`src/rtl/pit_pkg.sv`:
```
// Shared types and address constants for the interval-timer bus master.
package pit_pkg;

    typedef enum logic [2:0] {
        IDLE,
        SETUP,
        STROBE,
        HOLD,
        RECOVER
    } state_t;

    localparam logic [1:0] PIT_CNT0 = 2'd0;
    localparam logic [1:0] PIT_CNT1 = 2'd1;
    localparam logic [1:0] PIT_CNT2 = 2'd2;
    localparam logic [1:0] PIT_CTRL = 2'd3;

endpackage

```
`src/rtl/pit_bus_master.sv`:
```
// Turns single-cycle valid/ready requests into timed timer bus cycles (setup/strobe/hold/recover).
// Byte access: rsp 5 cycles, ready 7 cycles after accept; word access: 11 / 13. Busy requests are ignored.
module pit_bus_master
    import pit_pkg::*;
#(
    parameter int SETUP_CYC   = 1,
    parameter int STROBE_CYC  = 2,
    parameter int HOLD_CYC    = 1,
    parameter int RECOVER_CYC = 2,
    parameter int CNT_W       = 3
) (
    input  logic        clk,
    input  logic        rst,
    input  logic        req_valid,
    output logic        req_ready,
    input  logic        req_write,
    input  logic [1:0]  req_addr,
    input  logic        req_word,
    input  logic [15:0] req_wdata,
    output logic        rsp_valid,
    output logic [15:0] rsp_rdata,
    output logic        pit_cs_n,
    output logic        pit_rd_n,
    output logic        pit_wr_n,
    output logic [1:0]  pit_a,
    output logic [7:0]  pit_dout,
    output logic        pit_dout_en,
    input  logic [7:0]  pit_din
);

    localparam logic [CNT_W-1:0] SETUP_LD   = CNT_W'(SETUP_CYC - 1);
    localparam logic [CNT_W-1:0] STROBE_LD  = CNT_W'(STROBE_CYC - 1);
    localparam logic [CNT_W-1:0] HOLD_LD    = CNT_W'(HOLD_CYC - 1);
    localparam logic [CNT_W-1:0] RECOVER_LD = CNT_W'(RECOVER_CYC - 1);

    state_t           state;
    logic [CNT_W-1:0] cnt;
    logic             write_q;
    logic             word_q;
    logic             byte_sel;
    logic [7:0]       wdata_hi;
    logic [15:0]      rbuf;

    always_ff @(posedge clk) begin
        if (rst) begin
            state       <= IDLE;
            cnt         <= '0;
            write_q     <= 1'b0;
            word_q      <= 1'b0;
            byte_sel    <= 1'b0;
            wdata_hi    <= 8'h00;
            rbuf        <= 16'h0000;
            req_ready   <= 1'b0;
            rsp_valid   <= 1'b0;
            rsp_rdata   <= 16'h0000;
            pit_cs_n    <= 1'b1;
            pit_rd_n    <= 1'b1;
            pit_wr_n    <= 1'b1;
            pit_a       <= 2'd0;
            pit_dout    <= 8'h00;
            pit_dout_en <= 1'b0;
        end else begin
            rsp_valid <= 1'b0;
            case (state)
                IDLE: begin
                    if (req_valid && req_ready) begin
                        req_ready   <= 1'b0;
                        write_q     <= req_write;
                        // The control register is 8 bits wide, so a word request to it is a single byte.
                        word_q      <= req_word && (req_addr != PIT_CTRL);
                        wdata_hi    <= req_wdata[15:8];
                        byte_sel    <= 1'b0;
                        rbuf        <= 16'h0000;
                        state       <= SETUP;
                        cnt         <= SETUP_LD;
                        pit_cs_n    <= 1'b0;
                        pit_a       <= req_addr;
                        pit_dout_en <= req_write;
                        if (req_write) begin
                            pit_dout <= req_wdata[7:0];
                        end
                    end else begin
                        req_ready <= 1'b1;
                    end
                end
                SETUP: begin
                    if (cnt != '0) begin
                        cnt <= cnt - CNT_W'(1);
                    end else begin
                        state    <= STROBE;
                        cnt      <= STROBE_LD;
                        pit_rd_n <= write_q;
                        pit_wr_n <= !write_q;
                    end
                end
                STROBE: begin
                    if (cnt != '0) begin
                        cnt <= cnt - CNT_W'(1);
                    end else begin
                        state    <= HOLD;
                        cnt      <= HOLD_LD;
                        pit_rd_n <= 1'b1;
                        pit_wr_n <= 1'b1;
                        // Latch read data on the edge that releases the strobe.
                        if (!write_q) begin
                            if (byte_sel) begin
                                rbuf[15:8] <= pit_din;
                            end else begin
                                rbuf[7:0] <= pit_din;
                            end
                        end
                    end
                end
                HOLD: begin
                    if (cnt != '0) begin
                        cnt <= cnt - CNT_W'(1);
                    end else begin
                        state       <= RECOVER;
                        cnt         <= RECOVER_LD;
                        pit_cs_n    <= 1'b1;
                        pit_dout_en <= 1'b0;
                        if (!word_q || byte_sel) begin
                            rsp_valid <= 1'b1;
                            if (!write_q) begin
                                rsp_rdata <= rbuf;
                            end
                        end
                    end
                end
                RECOVER: begin
                    if (cnt != '0) begin
                        cnt <= cnt - CNT_W'(1);
                    end else if (word_q && !byte_sel) begin
                        byte_sel    <= 1'b1;
                        state       <= SETUP;
                        cnt         <= SETUP_LD;
                        pit_cs_n    <= 1'b0;
                        pit_dout_en <= write_q;
                        if (write_q) begin
                            pit_dout <= wdata_hi;
                        end
                    end else begin
                        state     <= IDLE;
                        req_ready <= 1'b1;
                    end
                end
                default: begin
                    state <= IDLE;
                end
            endcase
        end
    end

endmodule

```
`config.mk`:
```
export PLATFORM = sky130hd
export DESIGN_NAME = pit_bus_master
export DESIGN_NICKNAME = d
export VERILOG_FILES = /design/src/rtl/pit_pkg.sv /design/src/rtl/pit_bus_master.sv
export SDC_FILE = /design/constraint.sdc
export NUM_CORES = 1
export LEC_CHECK = 0
export ABC_CLOCK_PERIOD_IN_PS = 2600
export CAP_MARGIN = 30
export CELL_PAD_IN_SITES_DETAIL_PLACEMENT = 1
export CELL_PAD_IN_SITES_GLOBAL_PLACEMENT = 2
export CORE_ASPECT_RATIO = 0.6
export CORE_MARGIN = 4
export CORE_UTILIZATION = 29
export DETAILED_ROUTE_END_ITERATION = 10
export GPL_ROUTABILITY_DRIVEN = 0
export MAX_ROUTING_LAYER = met4
export PLACE_DENSITY = 0.86
export SETUP_SLACK_MARGIN = 0.4
export SKIP_CTS_REPAIR_TIMING = 1
export SYNTH_ARGS = -nofsm -noshare
export SYNTH_HDL_FRONTEND = slang
export SYNTH_SLANG_ARGS = --single-unit
```
`constraint.sdc`:
```
create_clock -name clk -period 2.6 [get_ports clk]
set_input_delay 0.52 -clock clk [delete_from_list [all_inputs] [get_ports clk]]
set_output_delay 0.52 -clock clk [all_outputs]
set_load 0.005 [all_outputs]
```
==> metrics.txt <==
Min-Delay Endpoint wdata_hi[4]$_SDFFE_PP0P_; TritonCTS clock tree yes; leading cell type in the layout, fill and taps excluded dfxtp_1; PwrDens 888 mW/mm^2; core area 0.00865 mm^2; starting density of the core 30.3%; Iter 0 DRT Violations 122; leading cell types in the layout, fill and taps excluded dfxtp_1 (64), clkdlybuf4s50_1 (61), nand2_1 (34); Slew @ Worst Pin 0.615 ns; Ys Warns 0; Worst Reg-to-Reg Cells 5; vias in the first global route 2438; clock latency on the worst-skew pair 0.33 ns; Final Skew 0.00724 ns; router iterations before antenna repair 4; FF-to-FF Start state[2]$_SDFFE_PP0P_; Hold WS 0.459 ns; Die Y 81.7 um; Max rail drop VDD 0.000335 V; largest net degree at the start of global routing 60; kind of critical path reg2reg; fmax 494 MHz; Hold Fails Final Rpt 0; Max FO, Critical Path 25; Final Slew Violations 0; Leak Pwr 1.30 nW; routed vias/inst 4.99; worst setup margin 0.577 ns; Tcrit/Tclk final 77.8%; Final ANT Viol Nets 0; max_slew headroom 59.0%; cell count after synthesis 293; Post-Syn Nets 324; WP data arrival 2.24 ns; clk sink count 65; ANT cells 0; fillers 981; Cell variety after synth 38; vias post-DR 2362; Synth Area per Inst 8.96 um^2; # setup viols final 0; NumNets Final 387; cell taking the most area after synthesis dfxtp_1; DRC 0; Data required, critical path 2.81 ns; ranking of synthesized cells by area dfxtp_1 (50%), mux2i_1 (6.9%), a21oi_1 (5.5%), nand2_1 (4.9%), nor2_1 (3.3%); MaxCap Viol Count 0; hold path depth 2; post-synthesis register bit count 65; Seq/Total Area, Yosys 49.5%; Period minus WS final 2.02 ns; setup TNS 0 ns; total wire length 7830 um; post-synth top area share 49.5%; chip width 131 um; die area 0.0107 mm^2; CTS Buf Count 9; Total Power 3.30 mW; initial antenna violation count 0; first-pass GRT wire length 12600 um; global route total overflow 0; fraction of layout instances using a drive strength above 1 10.2%; area delta synth->final 41.4%; R2R Setup Slk 0.58 ns; hold path start wdata_hi[4]$_SDFFE_PP0P_; DR WL/cell 16.5 um; HPWL after detailed placement 5450 um; CTS root buf clkbuf_16; number of I/O pins 63; Max Root-Sink Buffers 2; worst slack, placed 0.311 ns; Hold WC Path Type reg2reg; startpoint types flop; Final Util 42.9%; mapped cell area 0.00263 mm^2; Clk pin slew, worst setup/hold paths 0.05 ns; row count 26; reg-to-reg endpoint pit_dout_en$_SDFFE_PP0P_; htree depth 3; IO buf count 62; RSZ-0062 raised after global routing no; crit path capture type flop; GRT Total Usage 16.0%; status completed
==> registers in the layout, indices dropped and copies added, names as in the netlist <==
signal,flops
rsp_rdata,16
pit_a,2
write_q,1
rbuf,16
rsp_valid,1
word_q,1
pit_dout_en,1
byte_sel,1
wdata_hi,8
req_ready,1
cnt,3
state,3
pit_rd_n,1
pit_wr_n,1
pit_dout,8
pit_cs_n,1
==> cells by family (layout without fill, tap and decap cells) <==
group	after synthesis	count (layout)	share of synthesized area (%)
AND/OR/NAND/NOR	108	108	20.7
AO/OA/AOI/OAI	66	66	16.4
flip-flops	65	65	49.5
buffers and inverters	33	101	5.34
multiplexers	19	19	7.29
XOR/XNOR	2	2	0.667
==> cells in the mapped netlist <==
| master | number |
|---|---|
| a2111oi_0 | 1 |
| a211oi_1 | 8 |
| a21oi_1 | 29 |
| a221o_1 | 1 |
| a221oi_1 | 8 |
| a22o_1 | 8 |
| a31o_2 | 1 |
| a32oi_1 | 1 |
| and2_0 | 1 |
| and3_1 | 2 |
| and3b_1 | 1 |
| buf_1 | 1 |
| buf_6 | 2 |
| clkbuf_1 | 17 |
| clkbuf_2 | 1 |
| dfxtp_1 | 65 |
| inv_1 | 12 |
| mux2_2 | 1 |
| mux2i_1 | 18 |
| nand2_1 | 34 |
| nand2b_1 | 1 |
| nand3_1 | 12 |
| nand3b_1 | 2 |
| nand4_1 | 2 |
| nor2_1 | 23 |
| nor2b_1 | 13 |
| nor3_1 | 4 |
| nor3b_1 | 3 |
| nor3b_2 | 1 |
| nor4_1 | 3 |
| nor4_4 | 1 |
| o211ai_1 | 1 |
| o21ai_0 | 7 |
| o21bai_1 | 1 |
| or2_2 | 3 |
| or3_1 | 1 |
| or4_1 | 1 |
| xnor2_1 | 2 |
==> power by group <==
part           switching, mW  internal, mW  total (mW)
Sequential             0.140          1.11        1.25
Combinational          0.372         0.350       0.722
Clock                  0.432         0.891        1.32
==> final cells by class <==
class	instances	area, um^2	share of cell area (%)
Sequential cell	65	1300	35.1
Multi-Input combinational cell	195	1200	32.2
Timing Repair Buffer	73	698	18.8
Clock buffer	12	256	6.91
Tap cell	112	140	3.77
Clock inverter	4	75.1	2.02
Inverter	12	45.0	1.21
==> how the worst max path moves through the flow <==
stage / start / to / slack (ns) / depth (start not counted)
after floorplan: cnt[0]$_SDFFE_PP0P_ / rsp_rdata[10]$_SDFFE_PP0P_ / 0.66 / 6
after global placement: req_valid / rbuf[7]$_SDFFE_PP0P_ / 0.37 / 5
after detailed placement: req_valid / rbuf[0]$_SDFFE_PP0P_ / 0.31 / 5
after CTS: state[2]$_SDFFE_PP0P_ / pit_dout_en$_SDFFE_PP0P_ / 0.42 / 5
after global routing: state[0]$_SDFFE_PP0P_ / pit_dout_en$_SDFFE_PP0P_ / 0.43 / 5
final: state[2]$_SDFFE_PP0P_ / pit_dout_en$_SDFFE_PP0P_ / 0.58 / 5
==> critical path: stages (launching register included) <==
cell and delay, ns:
dfxtp_2 0.50, nor3b_2 0.33, buf_4 0.33, nand3_1 0.20, nand3_1 0.20, mux2_2 0.34
==> metrics by stage <==
step	instances	instance area [um^2]
after global placement	457	3380
final	473	3710
after floorplan	293	2630
after global routing	473	3710
after detailed placement	457	3380
after CTS	473	3710
==> metal layers <==
layer	GRT usage, %	share of wire (%)	vias to the layer above
li1	-	-	1154
met4	5.34	1.2	0
met3	5.07	5.7	9
met5	-	0	-
met2	21.7	41	63
met1	22.3	52	1136
Power figures use the tool's default switching activity.
